### src/rtl/range_tracker_if.sv
// Stream and result signals of range_tracker, bundled for connection.
// master drives samples and controls; slave is the tracker itself.
interface range_tracker_if #(
    parameter int unsigned WIDTH     = 16,
    parameter int unsigned CNT_WIDTH = 8
);
    logic [WIDTH-1:0]           data_in;
    logic                       data_valid;
    logic                       go;
    logic                       finish;
    logic [WIDTH-1:0]           min_val;
    logic [WIDTH-1:0]           max_val;
    logic [WIDTH-1:0]           range;
    logic [CNT_WIDTH-1:0]       count;
    logic                       count_sat;
    logic                       busy;
    logic                       done;
    logic                       debug_error;
    logic [WIDTH+CNT_WIDTH-1:0] sum;

    modport master (
        output data_in, data_valid, go, finish,
        input  min_val, max_val, range, count, count_sat, busy, done, debug_error, sum
    );

    modport slave (
        input  data_in, data_valid, go, finish,
        output min_val, max_val, range, count, count_sat, busy, done, debug_error, sum
    );
endinterface

### src/rtl/range_tracker.sv
// Streaming min/max/count tracker publishing range = max - min with a done pulse.
// Optional running-sum accumulator is built when RANGE_TRACKER_SUM_EN is defined.
module range_tracker #(
    parameter int unsigned WIDTH     = 16,
    parameter int unsigned CNT_WIDTH = 8,
    parameter bit          SIGNED    = 1'b0
) (
    input logic             clock,
    input logic             reset,
    range_tracker_if.slave  bus
);
    localparam int unsigned SumW = WIDTH + CNT_WIDTH;

    typedef enum logic [1:0] {StIdle, StActive, StError} state_e;

    state_e               state_q, state_d;
    logic [WIDTH-1:0]     min_q, min_d;
    logic [WIDTH-1:0]     max_q, max_d;
    logic [CNT_WIDTH-1:0] count_q, count_d;
    logic                 done_q, done_d;
    logic                 load, upd;

    function automatic logic lt(logic [WIDTH-1:0] a, logic [WIDTH-1:0] b);
        if (SIGNED) return $signed(a) < $signed(b);
        return a < b;
    endfunction

    always_comb begin
        state_d = state_q;
        done_d  = 1'b0;
        load    = 1'b0;
        upd     = 1'b0;
        unique case (state_q)
            StIdle: begin
                if (bus.finish) begin
                    state_d = StError;
                end else if (bus.go) begin
                    state_d = StActive;
                    load    = 1'b1;
                end
            end
            StActive: begin
                // finish wins over go; the sample on the finish cycle still counts
                if (bus.finish) begin
                    state_d = StIdle;
                    done_d  = 1'b1;
                    upd     = bus.data_valid;
                end else if (bus.go) begin
                    load = 1'b1;
                end else begin
                    upd = bus.data_valid;
                end
            end
            StError: begin
                if (bus.go) begin
                    state_d = StActive;
                    load    = 1'b1;
                end
            end
            default: state_d = StIdle;
        endcase
    end

    always_comb begin
        min_d   = min_q;
        max_d   = max_q;
        count_d = count_q;
        if (load) begin
            min_d   = bus.data_in;
            max_d   = bus.data_in;
            count_d = CNT_WIDTH'(1);
        end else if (upd) begin
            if (lt(bus.data_in, min_q)) min_d = bus.data_in;
            if (lt(max_q, bus.data_in)) max_d = bus.data_in;
            if (count_q != '1) count_d = count_q + 1'b1;
        end
    end

    always_ff @(posedge clock) begin
        if (reset) begin
            state_q <= StIdle;
            min_q   <= '0;
            max_q   <= '0;
            count_q <= '0;
            done_q  <= 1'b0;
        end else begin
            state_q <= state_d;
            min_q   <= min_d;
            max_q   <= max_d;
            count_q <= count_d;
            done_q  <= done_d;
        end
    end

`ifdef RANGE_TRACKER_SUM_EN
    logic [SumW-1:0] sum_q, sum_d;
    logic [SumW-1:0] data_ext;

    assign data_ext = SIGNED ? {{CNT_WIDTH{bus.data_in[WIDTH-1]}}, bus.data_in}
                             : {{CNT_WIDTH{1'b0}}, bus.data_in};

    always_comb begin
        sum_d = sum_q;
        if (load)     sum_d = data_ext;
        else if (upd) sum_d = sum_q + data_ext;
    end

    always_ff @(posedge clock) begin
        if (reset) sum_q <= '0;
        else       sum_q <= sum_d;
    end

    assign bus.sum = sum_q;
`else
    assign bus.sum = {SumW{1'b0}};
`endif

    assign bus.min_val     = min_q;
    assign bus.max_val     = max_q;
    assign bus.range       = max_q - min_q;
    assign bus.count       = count_q;
    assign bus.count_sat   = (count_q == '1);
    assign bus.busy        = (state_q == StActive);
    assign bus.done        = done_q;
    assign bus.debug_error = (state_q == StError);
endmodule
### src/flat_wrapper.sv
// flat-port wrapper written by rule: the top's interface ports become plain ports
module range_tracker_flat 
#(
    parameter int unsigned WIDTH     = 16,
    parameter int unsigned CNT_WIDTH = 8,
    parameter bit          SIGNED    = 1'b0
)
  (clock, reset, bus_data_in, bus_data_valid, bus_go, bus_finish, bus_min_val, bus_max_val, bus_range, bus_count, bus_count_sat, bus_busy, bus_done, bus_debug_error, bus_sum);
  range_tracker_if #(.WIDTH(WIDTH), .CNT_WIDTH(CNT_WIDTH)) bus_i ();
  input logic clock;
  input logic reset;
  input wire logic [$bits(bus_i.data_in)-1:0] bus_data_in;
  input wire logic [$bits(bus_i.data_valid)-1:0] bus_data_valid;
  input wire logic [$bits(bus_i.go)-1:0] bus_go;
  input wire logic [$bits(bus_i.finish)-1:0] bus_finish;
  output wire logic [$bits(bus_i.min_val)-1:0] bus_min_val;
  output wire logic [$bits(bus_i.max_val)-1:0] bus_max_val;
  output wire logic [$bits(bus_i.range)-1:0] bus_range;
  output wire logic [$bits(bus_i.count)-1:0] bus_count;
  output wire logic [$bits(bus_i.count_sat)-1:0] bus_count_sat;
  output wire logic [$bits(bus_i.busy)-1:0] bus_busy;
  output wire logic [$bits(bus_i.done)-1:0] bus_done;
  output wire logic [$bits(bus_i.debug_error)-1:0] bus_debug_error;
  output wire logic [$bits(bus_i.sum)-1:0] bus_sum;
  assign bus_i.data_in = bus_data_in;
  assign bus_i.data_valid = bus_data_valid;
  assign bus_i.go = bus_go;
  assign bus_i.finish = bus_finish;
  assign bus_min_val = bus_i.min_val;
  assign bus_max_val = bus_i.max_val;
  assign bus_range = bus_i.range;
  assign bus_count = bus_i.count;
  assign bus_count_sat = bus_i.count_sat;
  assign bus_busy = bus_i.busy;
  assign bus_done = bus_i.done;
  assign bus_debug_error = bus_i.debug_error;
  assign bus_sum = bus_i.sum;
  range_tracker #(.WIDTH(WIDTH), .CNT_WIDTH(CNT_WIDTH), .SIGNED(SIGNED)) u_core (.clock(clock), .reset(reset), .bus(bus_i));
endmodule
### config.mk
export PLATFORM = sky130hd
export DESIGN_NAME = range_tracker_flat
export DESIGN_NICKNAME = d
export VERILOG_FILES = /design/src/rtl/range_tracker_if.sv /design/src/rtl/range_tracker.sv /design/src/flat_wrapper.sv
export SDC_FILE = /design/constraint.sdc
export NUM_CORES = 1
export LEC_CHECK = 0
export CORE_MARGIN = 1
export CORE_UTILIZATION = 52
export CTS_BUF_LIST = sky130_fd_sc_hd__clkbuf_8
export DETAILED_ROUTE_END_ITERATION = 10
export GPL_TIMING_DRIVEN = 0
export PLACE_DENSITY = 0.88
export SETUP_SLACK_MARGIN = 0.4
export SLEW_MARGIN = 10
export SYNTH_ARGS = -nofsm -noshare
export SYNTH_HDL_FRONTEND = slang
export SYNTH_SLANG_ARGS = --single-unit
### constraint.sdc
create_clock -name clock -period 6.9 [get_ports clock]
set_clock_uncertainty 0.1 [all_clocks]
set_input_delay 1.035 -clock clock [delete_from_list [all_inputs] [get_ports clock]]
set_output_delay 1.035 -clock clock [all_outputs]
set_load 0.005 [all_outputs]
-- After elaboration in Yosys (flattened, before gate mapping)
Cells that the tools add are included.
- register bits after elaboration: 43
- input bits: 21
- logic and storage cells: 48
- add/sub/neg operators: 2
- order comparisons: 2
- eq/ne operators: 5
- muxes and demuxes: 20
- bitwise operators: 1
- reductions and logical operators: 12
- operators by type and width (kind ; number):
    $mux W16 ; 6
    $lt A16 B16 Y1 ; 2
    $sub A16 B16 Y16 ; 1
    $mux W1 ; 9
    $add A8 B1 Y8 const B ; 1
    $eq A8 B8 Y1 const B ; 1
    $ne A8 B8 Y1 const B ; 1
    $reduce_and A2 Y1 ; 4
    $reduce_bool A2 Y1 ; 4
    $mux W2 ; 3
    $pmux W2 S3 ; 1
    $reduce_or A2 Y1 ; 3
    $eq A2 B1 Y1 const B ; 1
    $eq A2 B2 Y1 const B ; 1
    $logic_not A2 Y1 ; 1
    $ne A2 B2 Y1 const B ; 1
    $pmux W1 S2 ; 1
    $not A1 Y1 ; 1

-- Depth between registers and ports, before layout
Gate-level depths: netlist of run 1.
- depth in word-level cells: 5
- depth in mapped cells: 9
- mapped depth without buffers: 9

-- Least setup slack after synthesis of run 1
OpenSTA, ideal clock, no wires.
- kind: reg2out
- start point: register u_core.min_q[6], in the netlist u_core.bus.min_val[6]
- end point: output bus_range[13]
- data arrival time: 2.012 ns
- required time: 5.765 ns
- setup slack: 3.753 ns
- stages on the path, launching flop included: 8
- path through: dfxtp_1 inv_1 ha_1 a2111o_1 o22ai_2 o221ai_1 nor3b_1 a311o_1
- longest elaborated chain between the ends: 1
- ends and longest elaborated chain (element ; line ; source):
    start, declared ; range_tracker.sv:17 ; logic [WIDTH-1:0] min_q, min_d;
    start signal, assigned ; range_tracker.sv:88 ; min_q <= min_d;
    $sub A16 B16 Y16 ; range_tracker.sv:120 ; assign bus.range = max_q - min_q;
    end, declared ; flat_wrapper.sv:18 ; output wire logic [$bits(bus_i.range)-1:0] bus_range;
Every way passes these cells.

-- Worst setup path in the final report of run 1
- start point: register u_core.max_q[0], in the netlist u_core.bus.max_val[0]
- end point: output bus_range[12]
- longest elaborated chain between the ends: 1
- ends and longest elaborated chain (element ; line ; source):
    start, declared ; range_tracker.sv:18 ; logic [WIDTH-1:0] max_q, max_d;
    start signal, assigned ; range_tracker.sv:89 ; max_q <= max_d;
    $sub A16 B16 Y16 ; range_tracker.sv:120 ;
Every way passes these cells.

==> results of run 1 <==
[power groups by stage]
stage | Clock, mW | Combinational, mW | Sequential (mW)
global placement | 0 | 0.371 | 0.287
floorplan | 0 | 0.214 | 0.285
CTS | 0.202 | 0.385 | 0.282
finish | 0.201 | 0.387 | 0.282
detailed placement | 0 | 0.381 | 0.288
global route | 0.212 | 0.426 | 0.284
[logic make-up after synthesis]
| group | Yosys count | share of synthesized area [%] |
|---|---|---|
| other | 1 | 0.113 |
| XOR/XNOR | 18 | 4.77 |
| buffers and inverters | 72 | 11.1 |
| AO/OA/AOI/OAI | 84 | 17.0 |
| flip-flops | 43 | 26.1 |
| AND/OR/NAND/NOR | 126 | 18.1 |
| adder cells (fa/ha/maj) | 47 | 18.0 |
| multiplexers | 16 | 4.85 |
[cell type report]
type,instances,area (um2),area share [%]
Clock buffer,5,68.8,1.56
Timing Repair Buffer,80,801,18.2
Clock inverter,3,43.8,0.996
Tap cell,75,93.8,2.13
Buffer,33,221,5.04
Multi-Input combinational cell,315,2160,49.2
Sequential cell,43,861,19.6
Inverter,39,146,3.33
[through the flow]
step	utilization (%)	instances	area, um2	setup slack, ps
after global routing	73.0	593	4400	2440
after global placement	71.1	585	4290	3060
after detailed placement	71.1	585	4290	2980
final	73.0	593	4400	2640
after floorplan	-	430	3390	3750
after CTS	73.0	593	4400	2640
[registers in the layout, indices dropped and copies added (netlist names)]
| name | count |
|---|---|
| u_core.state_q | 2 |
| u_core.bus.max_val | 16 |
| u_core.bus.done | 1 |
| u_core.bus.min_val | 16 |
| u_core.bus.count | 8 |
[cell usage after synthesis, types with 6 or more instances]
library cell and n:
inv_1 38, nand2_1 49, buf_4 24, mux2i_1 16, xnor2_1 11, ha_1 46, dfxtp_1 43, a21oi_1 23
nand4_1 6, o21ai_0 28, nand3_1 23, nor2_1 23, clkbuf_1 7, o21a_1 8, xor2_1 7
[layout by cell type, fill, tap and decap left out, types with 2 or more instances in the layout]
master           count
and4_1               2
a21o_1               4
conb_1              24
clkbuf_1             7
nor3_1               4
nor2b_1              2
o21a_1               8
o21ai_0             28
nand2_1             49
dfxtp_1             43
inv_1               38
nor4_1               3
mux2i_1             16
a21oi_1             23
xnor2_1             11
xor2_1               7
nand3_1             23
a31oi_1              2
ha_1                46
and3_1               4
buf_4               24
nand2b_1             4
clkdlybuf4s50_1     80
nor2_1              23
nand4_1              6
clkbuf_8             5
nor3b_1              2
[worst max-delay path, stage by stage, from the launching register on]
cell and delay [ps]:
dfxtp_1 380, inv_1 60, ha_1 220, fa_1 410
nor2b_1 160, o31ai_1 120, a21oi_1 410, a21oi_1 180
a21oi_1 210, xor2_1 160, clkdlybuf4s50_1 510
[path summary, 6_finish.rpt]
check,end,slack [ps],cells past startpoint
worst max-delay path,bus_range[12],2640,10
worst min-delay path,u_core.bus.min_val[5],400,2
worst max register to register,u_core.bus.min_val[8],4300,9
worst min register to register,u_core.bus.min_val[5],400,2
[routing by layer]
metal	GRT usage, %	routed length, um
met5	0	0
met4	10.2	130
met3	4.00	534
met2	45.6	4030
met1	32.1	3700
==> impl_metrics.csv, run 1 <==
group,metric,value,unit
outcome,status,"complete, no violations",
route,ant_nets,0,
logic_synthesis,synth-edff-count,0,
logic_synthesis,ys_seq_elements,43,
floorplan,ioPinCount,105,
min_path,min_path_type,"reg2reg",
worst_setup_path,r2r-start,"u_core.bus.min_val[1]",
route,avgViaCountPerCell,5.35,
clocking,cts_tree,"yes",
worst_setup_path,worstSetupPathType,"reg2out",
placed_design,gp_congestion,0.885,
clocking,postCtsSetupRepairBufs,0,
global_route,grt_pass1_vias,2993,
logic_synthesis,ys_seq_area_share,26.1,%
logic_synthesis,netlist_instances,407,
clocking,cts_buffers,5,
timing,hold_viol_final,0,
power_and_ir_drop,power_frac_clock,23.0,%
clocking,cts-root-buf,"clkbuf_8",
timing,finalSetupViolations,0,
cells_and_area,n_fill_cell,471,
clocking,cts.clk_slew.worst_paths,90,ps
timing,slew_violations,0,
global_route,antenna_found_initial,0,
logic_synthesis,synth_area_per_cell,8.12,um2
power_and_ir_drop,p_sw_share,32.7,%
global_route,grt_max_degree,15,
clocking,clock-sinks,43,
worst_setup_path,worst_setup_path_end_kind,"output port",
logic_synthesis,synth_flop_cell,"dfxtp_1",
global_route,overflow,0,
timing,max_freq,235,MHz
route,wl,8400,um
power_and_ir_drop,power_frac_comb,44.5,%
power_and_ir_drop,p_total,870,uW
floorplan,fp.dieH,81.7,um
power_and_ir_drop,peakVddDrop,0.000132,V
route,wl_per_cell,14.2,um
worst_setup_path,crit_required,5760,ps
min_path,min_from,"u_core.bus.min_val[5]",
placed_design,dpl.hpwl,6570,um
placed_design,portBuffers,80,
global_route,track_usage,26.1,%
floorplan,num_rows,28,
timing,final.setup.tns,0,ps
cells_and_area,drive_gt1_share,7.53,%
worst_setup_path,crit_arrival,3120,ps
power_and_ir_drop,share_seq_of_total_power,32.4,%
floorplan,initial_core_util,54.8,%
cells_and_area,diodes,0,
floorplan,die-area,6680,um2
timing,rsz0062_at_grt,"false",
power_and_ir_drop,power_density,198,nW/um2
clocking,clk_latency,300,ps
logic_synthesis,synth_largest_area_cell,"dfxtp_1",
worst_setup_path,worstSetupStartpoint,"u_core.bus.max_val[0]",
floorplan,die_x,81.7,um
logic_synthesis,synthArstFlopShare,0,%
logic_synthesis,synth_cell_types,52,
cells_and_area,nets,585,
run,drv_cap,0,
worst_setup_path,critPathMaxFanout,4,
route,drc,0,
clocking,cts_resized,0,
global_route,grt_pass1_wl,13400,um
clocking,holdBufCountCts,0,
worst_setup_path,worstSetupStartpointType,"flop",
logic_synthesis,synthDominantCellAreaShare,26.1,%
floorplan,coreArea,6030,um2
power_and_ir_drop,p_int,585,uW
power_and_ir_drop,p_sw,285,uW
power_and_ir_drop,p_leak,1.99,nW
logic_synthesis,netlist_area,3300,um2
clocking,cts_max_path_buffers,2,
timing,fin_crit_sh,61.7,%
route,drt_pass1_iterations,7,
logic_synthesis,synth_warnings,0,
clocking,htreeDepth,2,
route,drtIter0Drc,215,
timing,period_minus_slack,4260,ps
timing,worstMarginPinSlew,572,ps
route,via_count,3173,
timing,whs,398,ps
timing,timing.slew.headroom,61.9,%
cells_and_area,area_growth,33.1,%
logic_synthesis,synth_area_leaders,"dfxtp_1, ha_1, nand2_1",
Note: power is estimated with default switching activity, not from simulation.
==> run 2, diff against run 1 <==
CORE_UTILIZATION = 44   (was 52)
PLACE_DENSITY = 0.8   (was 0.88)
clock period = 3.45 ns   (was 6.9 ns; I/O delays follow)
==> run 2 against run 1 <==
Global-route usage is 3.2 points lower. Non-clock buffer count up 11. Design area up 5.2%. Critical endpoint is now bus_range[13].
==> impl_metrics.csv, run 2 (synthesis gave the netlist of run 1 again) <==
group,metric,value,unit
timing,rsz0062_at_grt,"true",
outcome,status,"complete, no violations",
global_route,grt_pass1_wl,14100,um
min_path,holdPathEnd,"u_core.bus.min_val[3]",
worst_setup_path,worst_setup_path_end_kind,"output port",
clocking,clock-sinks,43,
floorplan,initial_core_util,45.6,%
timing,final.setup.tns,0,ps
floorplan,fp.dieH,88.7,um
worst_setup_path,critPathMaxFanout,4,
global_route,antenna_found_initial,0,
timing,period_minus_slack,3110,ps
clocking,clk_latency,290,ps
run,drv_cap,0,
worst_setup_path,crit_arrival,2500,ps
timing,hold_viol_final,0,
route,wl,8760,um
worst_setup_path,reg2reg_to,"u_core.bus.min_val[1]",
timing,max_freq,321,MHz
floorplan,coreArea,7250,um2
timing,slew_violations,0,
clocking,cts_max_path_buffers,2,
cells_and_area,area_growth,40.0,%
cells_and_area,drive_gt1_share,15.1,%
placed_design,dpl.hpwl,6740,um
min_path,min_from,"u_core.bus.min_val[3]",
worst_setup_path,max_stage_delay,370,ps
route,drt_pass1_iterations,6,
global_route,grt_pass1_vias,3128,
power_and_ir_drop,peakVddDrop,0.000213,V
power_and_ir_drop,power_density,395,nW/um2
worst_setup_path,worstSetupPathType,"reg2out",
clocking,cts.clk_slew.worst_paths,90,ps
power_and_ir_drop,p_leak,2.09,nW
global_route,track_usage,22.9,%
placed_design,gp_congestion,0.881,
cells_and_area,diodes,0,
worst_setup_path,path_common_cell,"o21a_1",
timing,worstMarginPinSlew,567,ps
power_and_ir_drop,p_total,1.83,mW
floorplan,num_rows,31,
worst_setup_path,regToRegSetupSlack,860,ps
route,via_count,3284,
cells_and_area,layout_commonest_cell,"clkdlybuf4s50_1",
route,wl_per_cell,13.9,um
route,drc,0,
cells_and_area,layout_common_cells,"clkdlybuf4s50_1, nand2_1, ha_1, inv_1, dfxtp_1",
route,avgViaCountPerCell,5.23,
global_route,overflow,0,
clocking,cts-root-buf,"clkbuf_8",
worst_setup_path,worstSetupStartpointType,"flop",
cells_and_area,nets,596,
min_path,holdPathStages,2,
clocking,cts_buffers,5,
cells_and_area,n_fill_cell,609,
min_path,min_path_type,"reg2reg",
worst_setup_path,r2r_cells,9,
floorplan,die-area,7860,um2
route,drtIter0Drc,185,
global_route,grt_max_degree,15,
worst_setup_path,slowest_stage,"dfxtp_1",
clocking,htreeDepth,2,
timing,finalSetupViolations,0,
route,ant_nets,0,
timing,timing.slew.headroom,62.2,%
floorplan,ioPinCount,105,
worst_setup_path,crit_required,2830,ps
worst_setup_path,path_cells,"inv_1 > ha_1 > o21a_1 > o21a_1 > o22ai_4 > buf_6 > o221ai_2 > nor3b_2 > a311o_1 > clkbuf_2",
placed_design,portBuffers,80,
clocking,cts_tree,"yes",
floorplan,die_x,88.7,um
worst_setup_path,r2r-start,"u_core.bus.min_val[2]",
timing,fin_crit_sh,90.2,%
-- run 2: cell types whose count changed in the layout (fill, tap and decap cells not counted), moves of 2 or more --
cell and change:
clkdlybuf4s50_1 -10, buf_4 +7, dfxtp_1 -7, dfxtp_2 +6
clkbuf_2 +5, ha_1 -5, a21oi_1 -4, buf_6 +4
a21oi_2 +3, dlymetal6s2s_1 +3, ha_4 +3, ha_2 +2
-- run 2: cell type report --
cell class                 count  area [um2]  area share [%]
sequential                    43         872            18.8
timing repair buffer          91         875            18.9
inverter                      39         146            3.16
clock inverter                 3        43.8           0.946
clock buffer                   5        68.8            1.49
multi-input combinational    315        2280            49.2
buffer                        33         221            4.79
tap                           99         124            2.68
-- run 2: power breakdown --
group | internal [mW] | switching [mW]
Combinational | 0.465 | 0.394
Clock | 0.216 | 0.185
Sequential | 0.529 | 0.0374
-- run 2: routing by layer --
metal  vias to the layer above  GRT usage (%)  part of all wire (%)  routed length (um)
met5                         -              0                     0                   0
met4                         0           8.21                   2.2                 189
li1                       1613              -                     -                   -
met3                        17           3.26                   5.9                 514
met2                       124           41.3                    49                4320
met1                      1530           27.6                    43                3740
-- run 2: repair_timing --
action / in CTS / in global routing
setup endpoints to repair: 12 / 11
setup buffers: 9 / 2
hold buffers: 0 / 0
pin swaps: 10 / 10
resized for setup: 33 / 26
-- run 2: metrics by stage --
| step | instance area [um2] | worst slack, ps | hold slack, ps | instances | utilization (%) |
|---|---|---|---|---|---|
| final | 4630 | 337 | 394 | 628 | 63.8 |
| after global routing | 4630 | 233 | 433 | 628 | 63.8 |
| after CTS | 4590 | 164 | 410 | 626 | 63.2 |
| after detailed placement | 4320 | 88.0 | 391 | 609 | 59.5 |
| after global placement | 4320 | 129 | 371 | 609 | 59.5 |
| after floorplan | 3390 | 821 | 346 | 430 | - |
-- run 2: how the worst max path moves through the flow --
| stage | startpoint | cells past startpoint | end |
|---|---|---|---|
| CTS | u_core.bus.min_val[1] | 9 | bus_range[15] |
| floorplan | u_core.bus.min_val[6] | 7 | bus_range[13] |
| detailed placement | u_core.bus.max_val[0] | 10 | bus_range[12] |
| finish | u_core.bus.min_val[4] | 10 | bus_range[13] |
| global placement | u_core.bus.max_val[0] | 10 | bus_range[12] |
| global route | u_core.bus.min_val[1] | 10 | bus_range[13] |
-- run 2: worst max-delay path: cells and delay by family, from the launching register on --
kind,cells,cell delay [ps]
AOI/OAI and AO/OA,5,1020
adders and majority gates,1,320
buffers and inverters,3,330
DFF,1,370
and+or+nand+nor,1,170
==> run 3, diff against run 2 <==
MAX_ROUTING_LAYER = met4   (was unset)
==> run 3 against run 2 <==
Sequential cell count stayed put. First-iteration DRC count down 15%. Sequential power barely moved. Global-route usage is 0.71 points higher. Total power is 0.17% lower. Non-clock buffer count unchanged. Combinational power about the same. Die area stayed put. Critical path type unchanged. Critical endpoint unchanged. Largest cell class unchanged.
==> impl_metrics.csv, run 3 (synthesis gave the netlist of run 1 again) <==
group,metric,value,unit
outcome,status,"complete, no violations",
route,via_count,3248,
timing,fin_crit_sh,90.2,%
timing,slew_violations,0,
worst_setup_path,critPathMaxFanout,5,
clocking,cts.clk_slew.worst_paths,90,ps
worst_setup_path,worstSetupStartpointType,"flop",
worst_setup_path,worstSetupPathType,"reg2out",
cells_and_area,nets,596,
clocking,cts_buffers,5,
route,drt_pass1_iterations,4,
placed_design,dpl.hpwl,6740,um
route,wl_per_cell,13.8,um
timing,max_freq,322,MHz
route,wl,8680,um
worst_setup_path,max_stage_delay,470,ps
timing,timing.slew.headroom,62.2,%
min_path,min_path_type,"reg2reg",
clocking,clk_latency,290,ps
power_and_ir_drop,peakVddDrop,0.000211,V
global_route,overflow,0,
route,drc,0,
placed_design,portBuffers,80,
timing,final.setup.tns,0,ps
timing,worstMarginPinSlew,567,ps
worst_setup_path,crit_buf_inv,3,
clocking,cts-root-buf,"clkbuf_8",
timing,period_minus_slack,3110,ps
global_route,grt_max_degree,15,
floorplan,die_x,88.7,um
clocking,cts_tree,"yes",
clocking,cts_max_path_buffers,2,
route,avgViaCountPerCell,5.17,
clocking,clock-sinks,43,
power_and_ir_drop,power_density,394,nW/um2
global_route,grt_pass1_vias,3128,
timing,rsz0062_at_grt,"true",
cells_and_area,area_growth,40.0,%
route,drtIter0Drc,158,
timing,finalSetupViolations,0,
global_route,track_usage,23.6,%
cells_and_area,layout_common_cells,"clkdlybuf4s50_1, nand2_1, ha_1, inv_1, dfxtp_1",
global_route,antenna_found_initial,0,
worst_setup_path,cpLargestDelayFamily,"compound AO/OA/AOI/OAI gates",
worst_setup_path,path_cells,"inv_1 > ha_2 > a2111o_1 > o22ai_4 > buf_6 > o221ai_2 > nor3b_2 > a311o_1 > clkbuf_2",
floorplan,ioPinCount,105,
worst_setup_path,slowest_stage,"a2111o_1",
run,drv_cap,0,
power_and_ir_drop,p_leak,2.09,nW
clocking,htreeDepth,2,
timing,hold_viol_final,0,
placed_design,gp_congestion,0.895,
cells_and_area,layout_commonest_cell,"clkdlybuf4s50_1",
floorplan,fp.dieH,88.7,um
worst_setup_path,crit_arrival,2490,ps
floorplan,num_rows,31,
floorplan,die-area,7860,um2
floorplan,coreArea,7250,um2
worst_setup_path,worst_setup_path_end_kind,"output port",
global_route,grt_pass1_wl,14100,um
cells_and_area,diodes,0,
cells_and_area,drive_gt1_share,15.1,%
worst_setup_path,crit_required,2830,ps
route,ant_nets,0,
cells_and_area,postLayoutCoreUtil,63.8,%
clocking,holdBufCountCts,0,
floorplan,initial_core_util,45.6,%
## run 3: cell counts in the layout (fill, tap and decap cells not counted)
No cell type changed its count.
## run 3: per-layer routing
| layer | wire [um] | GRT usage, % | vias to the layer above | part of all wire, % |
|---|---|---|---|---|
| li1 | - | - | 1615 | - |
| met3 | 460 | 3.08 | 15 | 5.3 |
| met5 | 0 | - | - | 0 |
| met4 | 167 | 8.21 | 0 | 1.9 |
| met1 | 3730 | 27.6 | 1508 | 43 |
| met2 | 4320 | 41.5 | 110 | 50 |
## run 3: worst reg2reg max path, stage by stage (launching register included)
cell and delay [ps]:
dfxtp_1 370, inv_1 90, ha_1 280, o21ai_0 60
o21ai_0 220, o2111ai_1 180, a31oi_1 430, clkbuf_1 500
nand3_1 150, o21ai_0 130
## run 3: stage by stage
step | cells | hold slack (ps) | total power, mW | worst slack, ps | instance area [um2]
4_1_cts | 626 | 410 | 1.81 | 164 | 4590
6_report | 628 | 393 | 1.82 | 340 | 4630
3_5_place_dp | 609 | 391 | 1.34 | 88.0 | 4320
2_1_floorplan | 430 | 346 | 0.997 | 821 | 3390
5_1_grt | 628 | 433 | 1.94 | 233 | 4630
3_3_place_gp | 609 | 371 | 1.32 | 129 | 4320
## run 3: area by class of cell
type	instances	area [um2]
clock buffers	5	68.8
repair buffers	91	875
fillers	609	2630
clock inverters	3	43.8
multi-input cells	315	2280
flip-flops and latches	43	872
plain buffers	33	221
inverters	39	146
well taps	99	124
## run 3: worst paths after layout
path / from / end / slack [ps] / depth (start not counted)
worst min-delay path: u_core.bus.min_val[3] / u_core.bus.min_val[3] / 390 / 2
worst max-delay path: u_core.bus.min_val[5] / bus_range[13] / 340 / 9
worst max register to register: u_core.bus.min_val[2] / u_core.bus.min_val[1] / 850 / 9
worst min register to register: u_core.bus.min_val[3] / u_core.bus.min_val[3] / 390 / 2
## run 3: power breakdown
| group | switching (mW) | internal (mW) | leakage [nW] |
|---|---|---|---|
| sequential | 0.0368 | 0.529 | 0.355 |
| clock | 0.185 | 0.216 | 0.0581 |
| combinational | 0.392 | 0.465 | 1.68 |
## run 3: timing repair
item,4_1_cts,5_1_grt
endpoints found under the setup margin,12,11
gates cloned,0,0
setup buffers,9,2
pin swaps,10,10
gates resized for setup,33,26
